$ cat src/rtl/bcd_pkg.sv
// Shared definitions for the binary-to-BCD sequencer: FSM encoding,
// double-dabble correction constants and digit-count sizing helper.
package bcd_pkg;

  typedef enum logic [1:0] {
    ST_IDLE  = 2'd0,
    ST_SHIFT = 2'd1,
    ST_DONE  = 2'd2
  } state_e;

  // A BCD digit at or above this value overflows past 9 when doubled,
  // so it is pre-corrected before the shift.
  localparam logic [3:0] ADJ_THRESH = 4'd5;
  localparam logic [3:0] ADJ_ADD    = 4'd3;

  // Smallest number of decimal digits able to hold any bin_w-bit unsigned
  // value, i.e. the least d with 10^d >= 2^bin_w.
  function automatic int min_digits(input int bin_w);
    longint unsigned lim;
    longint unsigned pw;
    int              d;
    lim = 64'd1 << bin_w;
    pw  = 64'd1;
    d   = 0;
    for (int i = 0; i < 20; i++) begin
      if (pw < lim) begin
        pw = pw * 64'd10;
        d  = d + 1;
      end
    end
    return d;
  endfunction

endpackage

$ cat src/rtl/bcd_code_seq_if.sv
// Handshake bundle between a producer/consumer and the BCD sequencer.
// The master side drives operands and accepts results; the slave is the
// converter itself.
interface bcd_code_seq_if #(
  parameter int BIN_W = 8,
  parameter int DIG_N = 3
);

  logic               clr;
  logic               in_valid;
  logic               in_ready;
  logic [BIN_W-1:0]   num_in;
  logic               out_valid;
  logic               out_ready;
  logic [4*DIG_N-1:0] num_out;
  logic               sign_out;

  modport master (
    output clr,
    output in_valid,
    output num_in,
    output out_ready,
    input  in_ready,
    input  out_valid,
    input  num_out,
    input  sign_out
  );

  modport slave (
    input  clr,
    input  in_valid,
    input  num_in,
    input  out_ready,
    output in_ready,
    output out_valid,
    output num_out,
    output sign_out
  );

endinterface

$ cat src/rtl/bcd_digit_adj.sv
// Single-digit double-dabble corrector: adds 3 to a BCD digit of 5 or more
// so that the following left shift carries correctly into the next digit.
module bcd_digit_adj
  import bcd_pkg::*;
(
  input  logic [3:0] digit,
  output logic [3:0] adj
);

  assign adj = (digit >= ADJ_THRESH) ? digit + ADJ_ADD : digit;

endmodule

$ cat src/rtl/bcd_code_seq.sv
// Sequential binary-to-BCD converter (shift-and-add-3). One operand is
// accepted in IDLE, converted one bit per cycle in SHIFT, and presented
// in DONE until the consumer takes it. Optional two's-complement input
// produces a magnitude plus sign flag.
module bcd_code_seq
  import bcd_pkg::*;
#(
  parameter int BIN_W     = 8,
  parameter int DIG_N     = 3,
  parameter int SIGNED_EN = 0
) (
  input  logic          sys_clk,
  input  logic          sys_rst_n,
  bcd_code_seq_if.slave bus
);

  localparam int CNT_W = $clog2(BIN_W + 1);
  localparam int BCD_W = 4 * DIG_N;
  localparam int SR_W  = BCD_W + BIN_W;

  // Reject configurations that cannot represent every input value.
  if (BIN_W < 4 || BIN_W > 32) begin : g_bad_bin_w
    $fatal(1, "bcd_code_seq: BIN_W must lie in 4..32");
  end
  if (DIG_N < min_digits(BIN_W)) begin : g_bad_dig_n
    $fatal(1, "bcd_code_seq: DIG_N too small to hold 2^BIN_W-1");
  end

  state_e           state;
  state_e           state_nxt;
  logic [SR_W-1:0]  sr;        // {BCD accumulator, binary operand}
  logic [CNT_W-1:0] cnt;       // remaining shift steps
  logic             sign_q;
  logic [BCD_W-1:0] bcd_adj;   // accumulator after per-digit correction
  logic [BIN_W-1:0] load_mag;  // unsigned magnitude of the incoming operand
  logic             load_sign;
  logic             accept;

  assign accept = bus.in_valid && (state == ST_IDLE);

  // Per-digit add-3 correction applied ahead of every shift.
  for (genvar g = 0; g < DIG_N; g++) begin : g_adj
    bcd_digit_adj u_adj (
      .digit (sr[BIN_W + 4*g +: 4]),
      .adj   (bcd_adj[4*g +: 4])
    );
  end

  // Operand magnitude and sign; the most negative value negates to itself,
  // which read as unsigned is exactly its magnitude 2^(BIN_W-1).
  always_comb begin
    // NOTE: every output of a combinational block gets a default first so
    // no path leaves it unassigned, which would infer a latch.
    load_mag  = bus.num_in;
    load_sign = 1'b0;
    if (SIGNED_EN != 0 && bus.num_in[BIN_W-1]) begin
      load_mag  = -bus.num_in;
      load_sign = 1'b1;
    end
  end

  // FSM state register.
  always_ff @(posedge sys_clk or negedge sys_rst_n) begin
    // NOTE: sequential state is updated with non-blocking assignments so all
    // registers sample their inputs from before the edge.
    if (!sys_rst_n) begin
      state <= ST_IDLE;
    end else begin
      state <= state_nxt;
    end
  end

  // FSM next-state logic; clr overrides every transition, including accept.
  always_comb begin
    state_nxt = state;
    unique case (state)
      ST_IDLE:  if (accept)                state_nxt = ST_SHIFT;
      ST_SHIFT: if (cnt == CNT_W'(1))      state_nxt = ST_DONE;
      ST_DONE:  if (bus.out_ready)         state_nxt = ST_IDLE;
      default:                             state_nxt = ST_IDLE;
    endcase
    if (bus.clr) begin
      state_nxt = ST_IDLE;
    end
  end

  // Shift register, bit counter and sign: load on accept, correct-and-shift
  // while converting, hold the finished result through any output stall.
  always_ff @(posedge sys_clk or negedge sys_rst_n) begin
    if (!sys_rst_n) begin
      sr     <= '0;
      cnt    <= '0;
      sign_q <= 1'b0;
    end else if (bus.clr) begin
      sr     <= '0;
      cnt    <= '0;
      sign_q <= 1'b0;
    end else begin
      unique case (state)
        ST_IDLE: begin
          if (accept) begin
            sr     <= {{BCD_W{1'b0}}, load_mag};
            cnt    <= CNT_W'(BIN_W);
            sign_q <= load_sign;
          end
        end
        ST_SHIFT: begin
          sr  <= {bcd_adj, sr[BIN_W-1:0]} << 1;
          cnt <= cnt - CNT_W'(1);
        end
        default: begin
          // DONE: result held until taken or cleared
        end
      endcase
    end
  end

  assign bus.in_ready  = (state == ST_IDLE);
  assign bus.out_valid = (state == ST_DONE);
  assign bus.num_out   = sr[SR_W-1 -: BCD_W];
  assign bus.sign_out  = (SIGNED_EN != 0) ? sign_q : 1'b0;

endmodule

$ cat src/flat_wrapper.sv
// flat-port wrapper written by rule: the top's interface ports become plain ports
module bcd_code_seq_flat import bcd_pkg::*;
#(
  parameter int BIN_W     = 8,
  parameter int DIG_N     = 3,
  parameter int SIGNED_EN = 0
)
  (sys_clk, sys_rst_n, bus_clr, bus_in_valid, bus_num_in, bus_out_ready, bus_in_ready, bus_out_valid, bus_num_out, bus_sign_out);
  bcd_code_seq_if #(.BIN_W(BIN_W), .DIG_N(DIG_N)) bus_i ();
  input  logic sys_clk;
  input  logic sys_rst_n;
  input wire logic [$bits(bus_i.clr)-1:0] bus_clr;
  input wire logic [$bits(bus_i.in_valid)-1:0] bus_in_valid;
  input wire logic [$bits(bus_i.num_in)-1:0] bus_num_in;
  input wire logic [$bits(bus_i.out_ready)-1:0] bus_out_ready;
  output wire logic [$bits(bus_i.in_ready)-1:0] bus_in_ready;
  output wire logic [$bits(bus_i.out_valid)-1:0] bus_out_valid;
  output wire logic [$bits(bus_i.num_out)-1:0] bus_num_out;
  output wire logic [$bits(bus_i.sign_out)-1:0] bus_sign_out;
  assign bus_i.clr = bus_clr;
  assign bus_i.in_valid = bus_in_valid;
  assign bus_i.num_in = bus_num_in;
  assign bus_i.out_ready = bus_out_ready;
  assign bus_in_ready = bus_i.in_ready;
  assign bus_out_valid = bus_i.out_valid;
  assign bus_num_out = bus_i.num_out;
  assign bus_sign_out = bus_i.sign_out;
  bcd_code_seq #(.BIN_W(BIN_W), .DIG_N(DIG_N), .SIGNED_EN(SIGNED_EN)) u_core (.sys_clk(sys_clk), .sys_rst_n(sys_rst_n), .bus(bus_i));
endmodule
$ cat config.mk
export PLATFORM = sky130hd
export DESIGN_NAME = bcd_code_seq_flat
export DESIGN_NICKNAME = d
export VERILOG_FILES = /design/src/rtl/bcd_pkg.sv /design/src/rtl/bcd_code_seq_if.sv /design/src/rtl/bcd_digit_adj.sv /design/src/rtl/bcd_code_seq.sv /design/src/flat_wrapper.sv
export SDC_FILE = /design/constraint.sdc
export NUM_CORES = 1
export LEC_CHECK = 0
export CAP_MARGIN = 40
export CORE_ASPECT_RATIO = 2
export CORE_UTILIZATION = 45
export CTS_BUF_LIST = sky130_fd_sc_hd__clkbuf_4 sky130_fd_sc_hd__clkbuf_8
export CTS_CLUSTER_SIZE = 28
export DETAILED_ROUTE_END_ITERATION = 16
export GPL_ROUTABILITY_DRIVEN = 0
export PLACE_DENSITY = 0.73
export SLEW_MARGIN = 5
export SYNTH_ARGS = -nofsm -noshare
export SYNTH_HDL_FRONTEND = slang
export SYNTH_SLANG_ARGS = --single-unit
export TNS_END_PERCENT = 5
$ cat constraint.sdc
create_clock -name sys_clk -period 1.5 [get_ports sys_clk]
set_clock_uncertainty 0.05 [all_clocks]
set_input_delay 0.225 -clock sys_clk [delete_from_list [all_inputs] [get_ports sys_clk]]
set_output_delay 0.225 -clock sys_clk [all_outputs]
set_load 0.01 [all_outputs]
==> results of run 1 <==
[logic make-up (layout without fill, tap and decap cells)]
family	Yosys count	after routing	share of synthesized area (%)
simple gates	25	26	8.57
fa+ha+maj	8	8	6.66
xor+xnor	6	6	3.49
compound gates	37	37	19.1
other cells	1	1	0.249
flops	26	26	43.3
buf+inv	30	68	12.0
mux	10	10	6.66
[cell type report]
type                            instances  area, um2  area share [%]
Multi-Input combinational cell         88        736            37.0
Sequential cell                        26        653            32.9
Timing Repair Buffer                   54        467            23.5
Clock buffer                            4       55.1            2.77
Tap cell                               31       38.8            1.95
Inverter                               10       37.5            1.89
[registers in the layout (all words and copies together) (netlist names)]
signal	flops
u_core.sr	20
u_core.cnt	4
u_core.state	2
[worst paths after layout]
check / cells after the start / to / slack, ns
setup reg to reg: 6 / u_core.sr[14] / 0.02
hold / removal: 2 / u_core.sr[14] / 0.27
max in group asynchronous: 2 / u_core.state[1] / 0.85
hold reg to reg: 2 / u_core.sr[2] / 0.44
setup / recovery: 6 / u_core.sr[14] / 0.02
min in group sys_clk: 2 / u_core.sr[2] / 0.44
[worst max-delay path: stages, from the launching register on]
cell and delay, ns:
dfrtp_1 0.42, ha_2 0.18, nand2b_1 0.15, a21oi_2 0.12, buf_4 0.14, mux2i_2 0.22, a22o_1 0.15
[through the flow]
stage | setup TNS, ns | instance area (um2) | hold WS [ns] | cells | total power, mW
floorplan | 0 | 1500 | -0.121 | 143 | 0.899
global placement | -1.26 | 1860 | 0.411 | 206 | 0.999
detailed placement | -2.62 | 1860 | 0.424 | 206 | 1.01
CTS | -0.000266 | 1930 | 0.272 | 212 | 1.47
global route | -0.151 | 1990 | 0.293 | 213 | 1.54
finish | 0 | 1990 | 0.265 | 213 | 1.47
[power by group]
part | switching, mW | internal [mW] | total, mW
sequential | 0.0267 | 0.735 | 0.761
combinational | 0.125 | 0.133 | 0.258
clock | 0.219 | 0.235 | 0.453
[cell usage after synthesis (3+ instances only)]
cell type  instances
mux2i_1           10
xnor2_1            4
buf_4             13
nand2b_1           3
ha_1               8
a21oi_1            3
a22o_1             3
o22ai_1            4
buf_2              3
nor2_1             5
dfrtp_1           26
a32o_1             3
inv_1             10
o31ai_1            8
nand2_1           11
o21ai_0            6
[metal layers]
layer / GRT usage (%) / wire length (um) / share of wire, %
met5: 0 / 0 / 0
met4: 8.52 / 82 / 2.5
met3: 1.52 / 77 / 2.3
met2: 36.5 / 1900 / 58
met1: 22.1 / 1230 / 37
[timing repair]
action	in CTS	in global routing
pin swaps	2	5
cloned	0	1
setup endpoints to repair	14	23
resized for setup	15	18
setup buffers	2	0
endpoints found under the hold margin	0	0
==> impl_metrics.tcl, run 1 <==
set metrics [dict create \
    status "complete, no violations" \
    drcViolationCount 0 \
    wl_mm 3.29 \
    finalHoldViolCount 0 \
    grt_setup_unrepaired "true" \
    yosysSeqAreaShare_pct 43.3 \
    worstSetupStartpoint "u_core.sr[12]" \
    min_path_type "input port to asynchronous set/reset pin" \
    synthesis.instances 143 \
    core-area_um2 3190 \
    synth_top_area_share_pct 43.3 \
    routed_via_density 5.59 \
    crit_required_ns 1.67 \
    final_common_cell "buf_4" \
    async_flop_share_pct 100 \
    grt_pass1_vias 1232 \
    grt_max_degree 27 \
    io_buffers 26 \
    dp_hpwl_mm 2.41 \
    yosysTopAreaCell "dfrtp_1" \
    clk_latency_ns 0.27 \
    synthTopCellsByArea "dfrtp_1 (43%), ha_1 (6.7%), mux2i_1 (6.7%)" \
    clk_path_buf_depth 2 \
    path_max_fanout 4 \
    antenna_found_initial 0 \
    io_pins 28 \
    placementRows 29 \
    postRouteAntennaNets 0 \
    cts.sinks 26 \
    fin_util_pct 62.2 \
    cts_tree "done" \
    die_w_um 42.9 \
    nFillCells 275 \
    rr_startpoint "u_core.sr[12]" \
    start_util_pct 47.1 \
    syn_area_um2 1500 \
    finalMaxSlewViolations 0 \
    drt-initial-drc-count 9 \
    hold_buffers 0 \
    layout_common_cells "buf_4 (28), dfrtp_1 (24), clkdlybuf4s50_1 (13), nand2_1 (11)" \
    grt.overflow.total 0 \
    n_antenna_cell 0 \
    max_freq_ghz 0.677 \
    syn-num-nets 164 \
    cap_viol_max_count 0 \
    nets 204 \
    ys_types 35 \
    post-route-min-period_ns 1.48 \
    setup.worst_path.start_class "flip-flop" \
    synthFlopType "dfrtp_1" \
    route.detailed.wl_per_inst_um 15.5 \
    yosys_register_bits 26 \
    cts_made_buffers 3 \
    design.die.area_um2 3590 \
    drive_above_1_share_pct 29.7 \
    power_leakage_nw 0.977 \
    setup_violations 0 \
    vias 1191 \
    post-route-period-util_pct 98.5 \
    cp-end-kind "flip-flop" \
    ir_worst_vdd_v 0.000627 \
    cts_root_buffer "clkbuf_8" \
    syn_avg_cell_area_um2 10.5 \
    path_clk_slew_ns 0.09 \
    worst_slack_ns 0.0222 \
    power_density_nw_per_um2 741 \
    htreeDepth 1 \
    grt_pass1_wl_mm 5.53 \
    arrival_ns 1.65 \
    die_h_um 83.8 \
    dp_slack_ns -0.156 \
    synth_edf_count 0 \
    grtUsageTotal_pct 19.9 \
    syn2layout_area_growth_pct 32.1 \
    ys_warn_count 0 \
    path_class "flip-flop to flip-flop" \
    dr.pass1.iters 4 \
]
Power figures use the tool's default switching activity.
==> inputs of run 2 (changes only) <==
REMOVE_ABC_BUFFERS = 1   (was not set)
SLEW_MARGIN = 10   (was 5)
==> impl_metrics.tcl, run 2 (synthesized netlist as in run 1, its figures left out) <==
set metrics [dict create \
    path_max_fanout 3 \
    setup_violations 0 \
    dp_slack_ns -0.182 \
    vias 1159 \
    crit_required_ns 1.66 \
    finalMaxSlewViolations 0 \
    io_pins 28 \
    min_path_type "input port to asynchronous set/reset pin" \
    nFillCells 275 \
    drt-initial-drc-count 26 \
    postRouteAntennaNets 0 \
    wl_mm 3.21 \
    start_util_pct 47.1 \
    grt_setup_unrepaired "true" \
    cap_viol_max_count 0 \
    cts.sinks 26 \
    worst_slack_ns 0.0177 \
    total_power_mw 1.45 \
    largest_register "u_core.sr" \
    power_leakage_nw 0.935 \
    largest_reg_flops 20 \
    pwr-share-seq_pct 52.5 \
    design.die.area_um2 3590 \
    post-route-period-util_pct 98.8 \
    path_class "flip-flop to flip-flop" \
    grtUsageTotal_pct 18.5 \
    routed_via_density 5.57 \
    cts_made_buffers 3 \
    arrival_ns 1.64 \
    crit_chain "inv_1 > ha_1 > nand2b_1 > a21oi_2 > buf_4 > mux2i_2 > a22o_1" \
    htreeDepth 1 \
    nets 199 \
    hold_buffers 0 \
    p_comb_share_pct 16.3 \
    cp-end-kind "flip-flop" \
    fin_util_pct 60.4 \
    drcViolationCount 0 \
    max_freq_ghz 0.675 \
    clk_latency_ns 0.27 \
    worstSetupStartpoint "u_core.sr[13]" \
    finalHoldViolCount 0 \
    setup.worst_path.start_class "flip-flop" \
    layout_common_cells "buf_4 (23), dfrtp_1 (23), clkdlybuf4s50_1 (13), nand2_1 (11), dlygate4sd2_1 (10)" \
    cp_slowest_cell "dfrtp_1" \
    grt_pass1_vias 1190 \
    p_sw_share_pct 24.9 \
    status "complete, no violations" \
    route.detailed.wl_per_inst_um 15.4 \
    die_h_um 83.8 \
    die_w_um 42.9 \
    instances_no_fill 208 \
    n_antenna_cell 0 \
    cts_root_buffer "clkbuf_8" \
    core-area_um2 3190 \
    crit_buf_inv 2 \
    slowest_delay_ns 0.39 \
    io_buffers 26 \
    path_clk_slew_ns 0.09 \
    ir_worst_vdd_v 0.000707 \
    post-route-min-period_ns 1.48 \
    syn2layout_area_growth_pct 28.3 \
    antenna_found_initial 0 \
    pwr-share-clk_pct 31.2 \
    grt.overflow.total 0 \
    placementRows 29 \
    path_delay_family "flip-flops" \
    dp_hpwl_mm 2.25 \
    switching_power_uw 361 \
    p_int_mw 1.09 \
    dr.pass1.iters 4 \
    power_density_nw_per_um2 752 \
    drive_above_1_share_pct 27.1 \
    clk_path_buf_depth 2 \
    rr_startpoint "u_core.sr[13]" \
    cts_tree "done" \
    grt_pass1_wl_mm 5.22 \
    grt_max_degree 27 \
    placed_cells 201 \
    top_regs "u_core.sr: 20 flops, u_core.cnt: 4 flops, u_core.state: 2 flops" \
    fin_setup_tns_ns 0 \
]
==> run 2: through the flow <==
step                      area (um2)  hold WS, ns
final                           1930        0.262
after floorplan                 1360       -0.121
after global placement          1820        0.407
after CTS                       1880        0.274
after global routing            1930        0.296
after detailed placement        1820        0.420
==> run 2: worst paths after layout <==
path / end / slack, ns / cells after the start
max in group asynchronous: u_core.sr[14] / 0.86 / 2
worst min-delay path: u_core.state[0] / 0.26 / 2
min in group sys_clk: u_core.sr[0] / 0.44 / 2
worst max-delay path: u_core.sr[14] / 0.02 / 7
worst max register to register: u_core.sr[14] / 0.02 / 7
worst min register to register: u_core.sr[0] / 0.44 / 2
==> run 2: metal layers <==
layer  track usage [%]  up-vias  routed length [um]
met1              20.6      577                1280
met5                 0        -                   0
met3              1.95        4                  59
met4              6.25        0                  31
met2              34.6       18                1840
li1                  -      560                   -
==> run 2: area by class of cell <==
class	instances	area, um2	area share (%)
Timing Repair Buffer	49	420	21.8
Inverter	10	37.5	1.95
Tap cell	31	38.8	2.01
Sequential cell	26	654	33.9
Multi-Input combinational cell	88	723	37.5
Clock buffer	4	55.1	2.85
==> run 2: power by group through the flow <==
stage	Combinational [mW]	Sequential [mW]	Clock, mW
floorplan	0.115	0.768	0
global placement	0.216	0.773	0
detailed placement	0.222	0.775	0
CTS	0.227	0.760	0.460
global route	0.260	0.766	0.489
finish	0.237	0.761	0.453
==> run 2: timing repair <==
item / 4_1_cts / 5_1_grt
hold endpoints to repair: 0 / 0
gates resized for setup: 16 / 17
buffers inserted: 1 / 1
cloned: 0 / 1
setup endpoints to repair: 13 / 22
pin swaps: 0 / 2
==> inputs of run 3 (changes only) <==
CORE_MARGIN = 3   (was not set)
==> impl_metrics.tcl, run 3 (synthesized netlist as in run 1, its figures left out) <==
set metrics [dict create \
    power_density_nw_per_um2 799 \
    fin_hold_ws_ns 0.265 \
    post-route-period-util_pct 97.2 \
    post-route-min-period_ns 1.46 \
    fin_util_pct 61.9 \
    layout_common_cells "buf_4 (25), dfrtp_1 (23), clkdlybuf4s50_1 (13), nand2_1 (11), mux2i_1 (10)" \
    setup.worst_path.start_class "flip-flop" \
    wl_mm 3.25 \
    fin_setup_tns_ns 0 \
    crit_buf_inv 1 \
    routed_via_density 5.54 \
    drt-initial-drc-count 15 \
    status "complete, no violations" \
    antenna_found_initial 0 \
    start_util_pct 47.1 \
    top_regs "u_core.sr: 20 flops, u_core.cnt: 4 flops, u_core.state: 2 flops" \
    io_buffers 26 \
    postRouteAntennaNets 0 \
    path_max_fanout 6 \
    nets 202 \
    clk_latency_ns 0.27 \
    postLayoutCellArea_um2 1980 \
    grt.overflow.total 0 \
    n_antenna_cell 0 \
    vias 1168 \
    cts_root_buffer "clkbuf_8" \
    ir_worst_vdd_v 0.000622 \
    path_class "flip-flop to flip-flop" \
    slowest_delay_ns 0.45 \
    finalHoldViolCount 0 \
    placementRows 29 \
    grtUsageTotal_pct 17.2 \
    dp_hpwl_mm 2.42 \
    grt_pass1_vias 1205 \
    dr.pass1.iters 4 \
    io_pins 28 \
    cts_tree "done" \
    setup_violations 0 \
    arrival_ns 1.62 \
    path_delay_family "simple AND/OR/NAND/NOR gates" \
    grt_max_degree 27 \
    grt_setup_unrepaired "true" \
    route.detailed.wl_per_inst_um 15.4 \
    drcViolationCount 0 \
    placedInstanceArea_um2 1850 \
    power_leakage_nw 0.982 \
    htreeDepth 1 \
    cp-end-kind "flip-flop" \
    cp_slowest_cell "or3b_4" \
    clk_path_buf_depth 2 \
    cap_viol_max_count 0 \
    instances_no_fill 211 \
    max_freq_ghz 0.686 \
    min_path_type "input port to asynchronous set/reset pin" \
    design.die.area_um2 4110 \
    die_w_um 46.9 \
    placed_cells 203 \
    cts.sinks 26 \
    cts_made_buffers 3 \
    core-area_um2 3190 \
    crit_chain "buf_4 > or3b_4 > o31ai_2 > a32o_1" \
    finalMaxSlewViolations 0 \
    crit_required_ns 1.66 \
    die_h_um 87.8 \
    final_common_cell "buf_4" \
    grt_pass1_wl_mm 5.27 \
    drive_above_1_share_pct 28.3 \
    largest_reg_flops 20 \
    syn2layout_area_growth_pct 31.4 \
    path_clk_slew_ns 0.09 \
    largest_register "u_core.sr" \
]
run 3: stage by stage:
| stage | setup slack (ns) | power (mW) |
|---|---|---|
| finish | 0.0414 | 1.58 |
| global route | -0.0473 | 1.65 |
| CTS | -0.0532 | 1.58 |
| detailed placement | -0.242 | 1.01 |
| global placement | -0.183 | 0.997 |
| floorplan | -0.0464 | 0.883 |
run 3: area by class of cell:
cell class | instances | area (um2)
Timing Repair Buffer | 52 | 459
Multi-Input combinational cell | 88 | 714
Clock inverter | 1 | 30.0
Clock buffer | 3 | 41.3
Sequential cell | 26 | 654
Inverter | 10 | 37.5
Fill cell | 258 | 1220
Tap cell | 31 | 38.8
run 3: worst paths after layout:
check                                start               to  slack, ns  cells past startpoint
setup / recovery           u_core.state[0]    u_core.sr[15]       0.04                      4
hold / removal                   sys_rst_n  u_core.state[1]       0.27                      2
setup reg to reg           u_core.state[0]    u_core.sr[15]       0.04                      4
hold reg to reg               u_core.sr[7]     u_core.sr[7]       0.44                      2
max in group asynchronous        sys_rst_n    u_core.sr[18]       0.86                      2
min in group sys_clk          u_core.sr[7]     u_core.sr[7]       0.44                      2
run 3: worst reg2reg max path, delay by kind of cell, from the launching register on:
family | cells | cell delay [ns]
and+or+nand+nor | 1 | 0.45
DFF | 1 | 0.40
AOI/OAI and AO/OA | 2 | 0.35
buffers and inverters | 1 | 0.15
run 3: where the power goes:
group	leakage, nW	internal (mW)	switching (mW)	total, mW
clock	0.0357	0.357	0.219	0.576
sequential	0.347	0.735	0.0259	0.761
combinational	0.600	0.125	0.118	0.243
total	0.982	1.22	0.363	1.58
run 3: per-layer routing:
layer  part of all wire, %  track usage, %  routed length (um)
met5                     0               0                   0
met4                   1.1            6.05                  36
met3                   3.4            2.47                 109
met2                    60            31.5                1940
met1                    36            19.0                1170
run 3: repair_timing:
| item | in CTS | in global routing |
|---|---|---|
| gates cloned | 0 | 1 |
| buffers inserted | 1 | 2 |
| setup endpoints to repair | 14 | 18 |
| hold buffers | 0 | 0 |
| pin swaps | 0 | 4 |
| resized for setup | 15 | 15 |
